==> config.mk <==
export PLATFORM = sky130hd
export DESIGN_NAME = nibble_serial_add_ctrl
export DESIGN_NICKNAME = d
export VERILOG_FILES = /design/src/rtl/nibble_serial_add_ctrl.sv
export SDC_FILE = /design/constraint.sdc
export NUM_CORES = 1
export LEC_CHECK = 0
export CORE_MARGIN = 5
export CORE_UTILIZATION = 50
export DETAILED_ROUTE_END_ITERATION = 7
export GPL_TIMING_DRIVEN = 0
export PLACE_DENSITY = 0.8
export SYNTH_ARGS = -nofsm -noshare
export SYNTH_HDL_FRONTEND = slang
export SYNTH_SLANG_ARGS = --single-unit
==> constraint.sdc <==
create_clock -name clk -period 3.77 [get_ports clk]
set_input_delay 0.9425 -clock clk [delete_from_list [all_inputs] [get_ports clk]]
set_output_delay 0.9425 -clock clk [all_outputs]
set_load 0.05 [all_outputs]
==> src/rtl/nibble_serial_add_ctrl.sv <==
// ============================================================================
// Module      : nibble_serial_add_ctrl
// Description : Serial adder sequencer. A single 4-bit carry-lookahead slice
//               is reused over WIDTH/4 clocks, least significant nibble first,
//               with a carry register chaining the slices. A valid/ready
//               command port starts an operation and a valid/ready result
//               port hands the sum and carry-out to the consumer.
//               Optional build macro NIBBLE_ADD_SUB_EN adds a 'sub' input
//               that turns the operation into a - b (co=1 means no borrow).
// Revision    : 1.0 - initial release
// ============================================================================
`default_nettype none

module nibble_serial_add_ctrl #(
  parameter int WIDTH = 16
) (
  input  logic             clk,
  input  logic             rst,
  input  logic             start_valid,
  output logic             start_ready,
  input  logic [WIDTH-1:0] a,
  input  logic [WIDTH-1:0] b,
  input  logic             ci,
`ifdef NIBBLE_ADD_SUB_EN
  input  logic             sub,
`endif
  output logic             done_valid,
  input  logic             done_ready,
  output logic [WIDTH-1:0] sum,
  output logic             co,
  output logic             busy
);

  localparam int NIBBLES = WIDTH / 4;
  localparam int IDX_W   = (NIBBLES > 1) ? $clog2(NIBBLES) : 1;
  localparam logic [IDX_W-1:0] LAST_IDX = IDX_W'(NIBBLES - 1);

  generate
    if ((WIDTH % 4) != 0 || WIDTH < 4) begin : g_width_check
      $error("nibble_serial_add_ctrl: WIDTH must be a multiple of 4 and >= 4");
    end
  endgenerate

  typedef enum logic [1:0] {
    IDLE = 2'd0,
    RUN  = 2'd1,
    DONE = 2'd2
  } state_t;

  state_t           state, state_next;
  logic [WIDTH-1:0] op_a;
  logic [WIDTH-1:0] op_b;
  logic             carry;
  logic [IDX_W-1:0] idx;
  logic             accept;
  logic             do_sub;

  logic [3:0]       nib_a, nib_b, p, g, slice_sum;
  logic [4:0]       c;

`ifdef NIBBLE_ADD_SUB_EN
  assign do_sub = sub;
`else
  assign do_sub = 1'b0;
`endif

  assign accept = (state == IDLE) && start_valid;

  // State register; reset aborts any operation in flight.
  always_ff @(posedge clk or posedge rst) begin
    if (rst) state <= IDLE;
    else     state <= state_next;
  end

  // Next-state and handshake outputs.
  always_comb begin
    state_next  = state;
    start_ready = 1'b0;
    done_valid  = 1'b0;
    busy        = 1'b0;
    case (state)
      IDLE: begin
        start_ready = 1'b1;
        if (start_valid) state_next = RUN;
      end
      RUN: begin
        busy = 1'b1;
        if (idx == LAST_IDX) state_next = DONE;
      end
      DONE: begin
        done_valid = 1'b1;
        if (done_ready) state_next = IDLE;
      end
      default: state_next = IDLE;
    endcase
  end

  // One 4-bit lookahead slice on the current nibble, carries fully expanded.
  always_comb begin
    nib_a = op_a[{idx, 2'b00} +: 4];
    nib_b = op_b[{idx, 2'b00} +: 4];
    p     = nib_a ^ nib_b;
    g     = nib_a & nib_b;
    c[0]  = carry;
    c[1]  = g[0] | (p[0] & carry);
    c[2]  = g[1] | (p[1] & g[0]) | (p[1] & p[0] & carry);
    c[3]  = g[2] | (p[2] & g[1]) | (p[2] & p[1] & g[0])
          | (p[2] & p[1] & p[0] & carry);
    c[4]  = g[3] | (p[3] & g[2]) | (p[3] & p[2] & g[1])
          | (p[3] & p[2] & p[1] & g[0]) | (p[3] & p[2] & p[1] & p[0] & carry);
    slice_sum = p ^ c[3:0];
  end

  // Datapath: latch operands on accept, then fold in one nibble per RUN cycle.
  // Subtraction is a + ~b + 1, so the inversion and forced carry happen here.
  always_ff @(posedge clk or posedge rst) begin
    if (rst) begin
      op_a  <= '0;
      op_b  <= '0;
      carry <= 1'b0;
      idx   <= '0;
      sum   <= '0;
      co    <= 1'b0;
    end else if (accept) begin
      op_a  <= a;
      op_b  <= do_sub ? ~b : b;
      carry <= do_sub ? 1'b1 : ci;
      idx   <= '0;
    end else if (state == RUN) begin
      sum[{idx, 2'b00} +: 4] <= slice_sum;
      carry <= c[4];
      idx   <= idx + 1'b1;
      if (idx == LAST_IDX) co <= c[4];
    end
  end

endmodule

`default_nettype wire

======== Word-level counts from Yosys, hierarchy flattened ========
Index checks and enable logic that the tools add are counted.
word-level totals
  flip-flop bits (word level) ............. 54
  bits in latches ......................... 0
  RAM bits ................................ 0
  ROM bits ................................ 0
  input bits .............................. 37
  output and inout port bits .............. 20
  logic and storage cells ................. 67
  memories kept ........................... 0
operators by class
  add/sub/neg operators ................... 2
  $mul .................................... 0
  divide/modulo/power cells ............... 0
  order comparisons ....................... 0
  eq/ne operators ......................... 6
  shift-type cells ........................ 4
  multiplexer cells ....................... 12
  bitwise operators ....................... 30
  reduce and logical (&&, ||, !) cells .... 6
operator list
  cell                                                    number
  indexed part select 16 x 5 -> 4 bit                     2
  AND 1 bit                                               16
  bitwise mux 16 bit                                      1
  variable shift 4 x 6 -> 16 bit (first input constant)   1
  indexed part select 4 x 6 -> 16 bit                     1
  two-way mux 2 bit                                       5
  OR 1 bit                                                10
  bitwise XOR 4 bit                                       2
  negator 4 -> 6 bit                                      1
  one-hot mux 2 bit (3 select lines)                      1
  AND reduction 3 bit                                     2
  two-way mux 1 bit                                       5
  AND 4 bit                                               1
  equality test 2 bit (second input constant)             2
  inequality test 2 bit (second input constant)           2
  adder 2 x 1 -> 2 bit (second input constant)            1
  equality test 2 x 1 -> 1 bit (second input constant)    1
  logical NOT 2 bit                                       1
  inequality test 2 x 1 -> 1 bit (second input constant)  1
  AND reduction 2 bit                                     1
  nonzero test 2 bit                                      1
  logical AND 1 bit                                       1
  NOT 1 bit                                               1

======== Depth between registers and ports, before layout ========
  word-level depth ........................ 9
  mapped depth ............................ 7
  gate-level depth less buffers ........... 6

======== Least setup slack after synthesis ========
OpenSTA, ideal clock, no wires.
  path kind ............................... register to register
  from .................................... reg idx[0]
  to ...................................... reg carry
  library setup time ...................... 0.126 ns
  data arrival time ....................... 2.257 ns
  data required time ...................... 3.644 ns
  path slack .............................. 1.387 ns
  cell stages (with the launch flop) ...... 8
  buffers on the path ..................... 1
  clock period less this slack ............ 2.383 ns
  path through ............................ dfrtp_1 -> buf_2 -> mux4_2 -> ha_1 -> a21oi_1 -> nand4b_1 -> nand3b_1 -> a221o_1
on the way
  longest elaborated chain between the ends .. 9
  elaborated cells on any way between the ends .. 17
  classes of those cells .................. shift (2); mux (2); bitwise (13)
ends and longest elaborated chain
  what                                                           line      text
  from (decl)                                                    54        logic [IDX_W-1:0] idx;
  from (signal assigned)                                         132       idx <= idx + 1'b1;
  indexed part select 16 x 5 -> 4 bit, on equally long branches  100, 101
  bitwise XOR 4 bit / AND 4 bit (equally long branches)          102, 103
  AND 1 bit, on equally long branches                            109, 110
  OR 1 bit, or another cell as far along                         109       c[4] = g[3] | (p[3] & g[2]) | (p[3] & p[2] & g[1])
  OR 1 bit / AND 1 bit (equally long branches)                   109, 110
  OR 1 bit / AND 1 bit (equally long branches)                   110       | (p[3] & p[2] & p[1] & g[0]) | (p[3] & p[2] & p[1] & p[0] & carry);
  OR 1 bit *                                                     110
  two-way mux 1 bit *                                            129       end else if (state == RUN) begin
  two-way mux 1 bit *                                            124       end else if (accept) begin
  to (signal assigned)                                           127       carry <= do_sub ? 1'b1 : ci;
  to (signal assigned)                                           131       carry <= c[4];
  to (decl)                                                      53        logic carry;
Every way passes the cells marked *; elsewhere a longest branch is shown, timed or not. The select of a mux whose other input is x is not followed.
A chain may end at the register's enable or synchronous reset.

======== Final worst setup path ========
  from .................................... reg idx[0]
  to ...................................... reg sum[6]
on the way
  longest elaborated chain between the ends .. 9
  elaborated cells on any way between the ends .. 24
  classes of those cells .................. add/sub (1); shift (4); mux (1); bitwise (18)
ends and longest elaborated chain
  what                                                           line      text
  indexed part select 16 x 5 -> 4 bit, on equally long branches  100, 101
  bitwise XOR 4 bit / AND 4 bit (equally long branches)          102, 103
  AND 1 bit, on equally long branches                            107, 108
  OR 1 bit, or another cell as far along                         107       c[3] = g[2] | (p[2] & g[1]) | (p[2] & p[1] & g[0])
  OR 1 bit / AND 1 bit (equally long branches)                   107, 108
  OR 1 bit                                                       108       | (p[2] & p[1] & p[0] & carry);
  bitwise XOR 4 bit                                              111       slice_sum = p ^ c[3:0];
  indexed part select 4 x 6 -> 16 bit                            130       sum[{idx, 2'b00} +: 4] <= slice_sum;
  bitwise mux 16 bit *                                           130
  to (signal, indexed assignment)                                130
  to (decl)                                                      29        output logic [WIDTH-1:0] sum,
Every way passes the cells marked *; elsewhere a longest branch is shown, timed or not.

==> summary.md <==
| Metric | Value |
|---|---|
| Hold_buf cts | `0` |
| Post-synth top area share | `around 54%` |
| Leakage | `between 1.5 and 2 nW` |
| Setup-failing EPs final | `0` |
| Comb power frac | `between 50% and 60%` |
| Htree depth | `2` |
| Critical Path Source | `idx[0]` |
| Fillcell total | `around 400` |
| Internal power | `1.68 mW` |
| Clock power frac | `11.9%` |
| Critical path type | `reg -> reg` |
| Switch share | `45.6%` |
| Initial DRC count | `112` |
| I/O pin cnt | `57` |
| Cell area after layout | `about 3300 um^2` |
| Gpl congestion | `0.765` |
| Max Cap Viol | `0` |
| Vias in the first global route | `around 2,000` |
| Remaining global-route overflow | `0` |
| Syn_nets | `roughly 300` |
| Sequential cell area fraction in the yosys report | `between 50% and 60%` |
| First-pass GRT wire length | `roughly 9000 um` |
| Worst Reg-to-Reg Cells | `7` |
| Crit Reg-Reg Startpoint | `idx[0]` |
| Period utilisation layout | `between 70% and 80%` |
| Vias post-DR | `1,928` |
| CP max FO | `10` |
| Crit-path leading delay family | `multiplexers` |
| Initial core utilization | `approximately 52%` |
| Max stage delay on crit path | `approximately 0.61 ns` |
| Minimum clock period after layout | `2.90 ns` |
| GRT Util Overall | `between 10% and 20%` |
| Die Span Y | `a little over 80 um` |
| CTS Buffer Depth | `2` |
| Nets@finish | `369` |
| CTS sink count | `54` |
| Reg power frac | `31.5%` |
| Root Driver | `clkbuf_8` |
| Peak VDD IR | `about 450 uV` |
| Synth warnings | `0` |
| Total CTS buffers | `5` |
| Post-DP HPWL | `slightly above 4000 um` |
| # diodes | `0` |
| Ranking of synthesized cells by area | `dfrtp_1 54%, nand2_1 18%, mux4_2 7.1%` |
| Post-Syn Area | `around 2500 um^2` |
| Final ANT Viol Nets | `0` |
| Reg2Reg Setup Slack | `roughly 0.87 ns` |
| Rows | `25` |
| Vias per inst | `about 5` |
| CP cell instances | `buf_2 -> mux4_2 -> ha_1 -> a21o_1 -> a21oi_1 -> xor2_1 -> o21ai_0` |
| Antenna violations before repair | `0` |
| Buf/Inv on CP | `1` |
| Post-Syn Instances | `around 260` |
| FF-to-FF End | `sum[6]` |
| Outcome | `complete, no violations` |
| Clk slew on worst S/H paths | `roughly 0.09 ns` |
| Placed cell areas | `around 3200 um^2` |
| WL/cell | `about 14 um` |
| Die ar. | `roughly 6600 um^2` |
| Final hold viol count | `0` |
| Postcts setup bufs | `0` |
| Post-cts sizing count | `0` |
| Share of cells above drive strength 1 | `10.3%` |
| Logic depth of the worst setup path including buffers | `7` |
| Setup TNS | `0 ns` |
| Die width | `between 80 and 90 um` |
| Psw | `~1.4 mW` |
| Post-synthesis sequential element count | `between 50 and 60` |
| Max Clock Skew | `just under 0.006 ns` |
| WP data required | `around 4 ns` |
| Rel. slew slack | `between 60 and 70%` |
| CP Launch Type | `flip-flop` |
| PortBufs | `56` |
| Pwr dens | `roughly 940 nW/um^2` |
| FMAX | `344 MHz` |
| Worst Tran Pin Value | `around 0.52 ns` |
| Slowest-stage cell, CP | `mux4_2` |
| RSZ-0062 raised after global routing | `false` |
| Post-route DRC | `0` |
| Area Overhead vs Synth | `30.7%` |
| Arrival time worst endpoint | `between 3 and 4 ns` |
| Slew Limit Fails | `0` |
| Critical path capture point type | `flip-flop` |
| CTS tree | `yes` |
| Syn avg cell area | `just under 10 um^2` |
| Synth cell types | `33` |
| Min-delay src | `op_a[0]` |
| Final Routed Wirelength | `~5400 um` |
| Skew-Pair Late Insertion Delay | `0.31 ns` |
| Core Region | `4820 um^2` |
| Worst min-delay path class | `reg -> reg` |
| Worst setup path end | `sum[6]` |
| DRT Pass-1 Iters | `4` |
| Largest net degree at the start of global routing | `39` |
| Dominant cell type by area after synthesis | `dfrtp_1` |
placed cells by master (no fill, tap or decap), types with 2 or more instances in the layout:
master / instances
mux4_2: 8
nand2_1: 120
inv_1: 3
a21o_1: 2
nand3_1: 2
buf_4: 3
nand4_1: 2
nor2_1: 3
clkdlybuf4s50_1: 56
a21oi_1: 2
dfrtp_1: 54
nand3b_1: 2
clkbuf_8: 8
o21ai_0: 19
inv_2: 2
ha_1: 11
buf_2: 5
sequential cells by signal, indices dropped and copies added (netlist names):
name / count
state: 2
sum: 16
carry: 1
co: 1
op_a: 16
idx: 2
op_b: 16
per-stage QoR:
step	worst slack [ns]	hold slack (ns)	instances	power, mW	util (%)
global route	0.670	0.496	388	3.32	68.4
global placement	0.570	0.453	379	2.67	65.7
finish	0.866	0.479	388	3.08	68.4
CTS	0.880	0.481	388	3.10	68.4
detailed placement	0.898	0.459	380	2.73	66.1
floorplan	1.39	0.440	256	2.19	-
per-layer routing:
layer / wire [um] / global-route usage [%] / up-vias
met2: 2770 / 32.3 / 57
li1: - / - / 964
met1: 2270 / 22.2 / 898
met5: 0 / 0 / -
met3: 308 / 3.99 / 9
met4: 87 / 7.43 / 0
Yosys cell counts (all sizes together):
library cell / number
mux2: 1
o311ai: 1
o31ai: 1
dfrtp: 54
fa: 1
nor2: 4
buf: 9
a21o: 2
a211oi: 1
and3: 1
xor2: 1
nand2: 121
nand2b: 2
mux4: 8
nand4b: 1
xnor2: 1
and2: 1
nand3b: 2
a221o: 1
nor3: 1
nand3: 2
nand4: 2
a21oi: 2
nor2b: 1
o21ai: 19
inv: 5
ha: 11
cell families after synthesis:
logic type / count (synthesis) / synth area share [%]
compound gates: 27 / 6.40
xor+xnor: 2 / 0.695
fa+ha+maj: 12 / 6.25
buf+inv: 14 / 3.08
flops: 54 / 53.6
mux: 9 / 7.59
simple gates: 138 / 22.4
final cells by class:
cell class	count	area (um^2)	area share, %
buffer	9	58.8	1.78
clock buffer	8	110	3.34
inverter	5	18.8	0.569
multi-input combinational	188	1090	33.1
sequential	54	1350	41.0
tap	67	83.8	2.54
timing repair buffer	57	581	17.6
worst min path at each step:
| stage | endpoint | slack [ns] | depth (start not counted) |
|---|---|---|---|
| floorplan | op_a[10] | 0.44 | 2 |
| global placement | op_a[11] | 0.45 | 2 |
| detailed placement | op_a[8] | 0.46 | 2 |
| CTS | op_a[8] | 0.48 | 2 |
| global route | op_a[8] | 0.50 | 2 |
| finish | op_a[0] | 0.48 | 2 |
power by group through the flow:
stage / combinational [mW] / sequential, mW / clock (mW)
2_1_floorplan: 1.05 / 1.15 / 0
3_3_place_gp: 1.70 / 0.971 / 0
3_5_place_dp: 1.75 / 0.982 / 0
4_1_cts: 1.76 / 0.973 / 0.367
5_1_grt: 1.91 / 1.01 / 0.398
6_report: 1.75 / 0.972 / 0.367
tightest hold or removal path: stages (launching register included):
cell,delay (ns)
dfrtp_1,0.35
nand2_1,0.05
nand2_1,0.06
No activity file was read; power rests on OpenSTA's default activity.
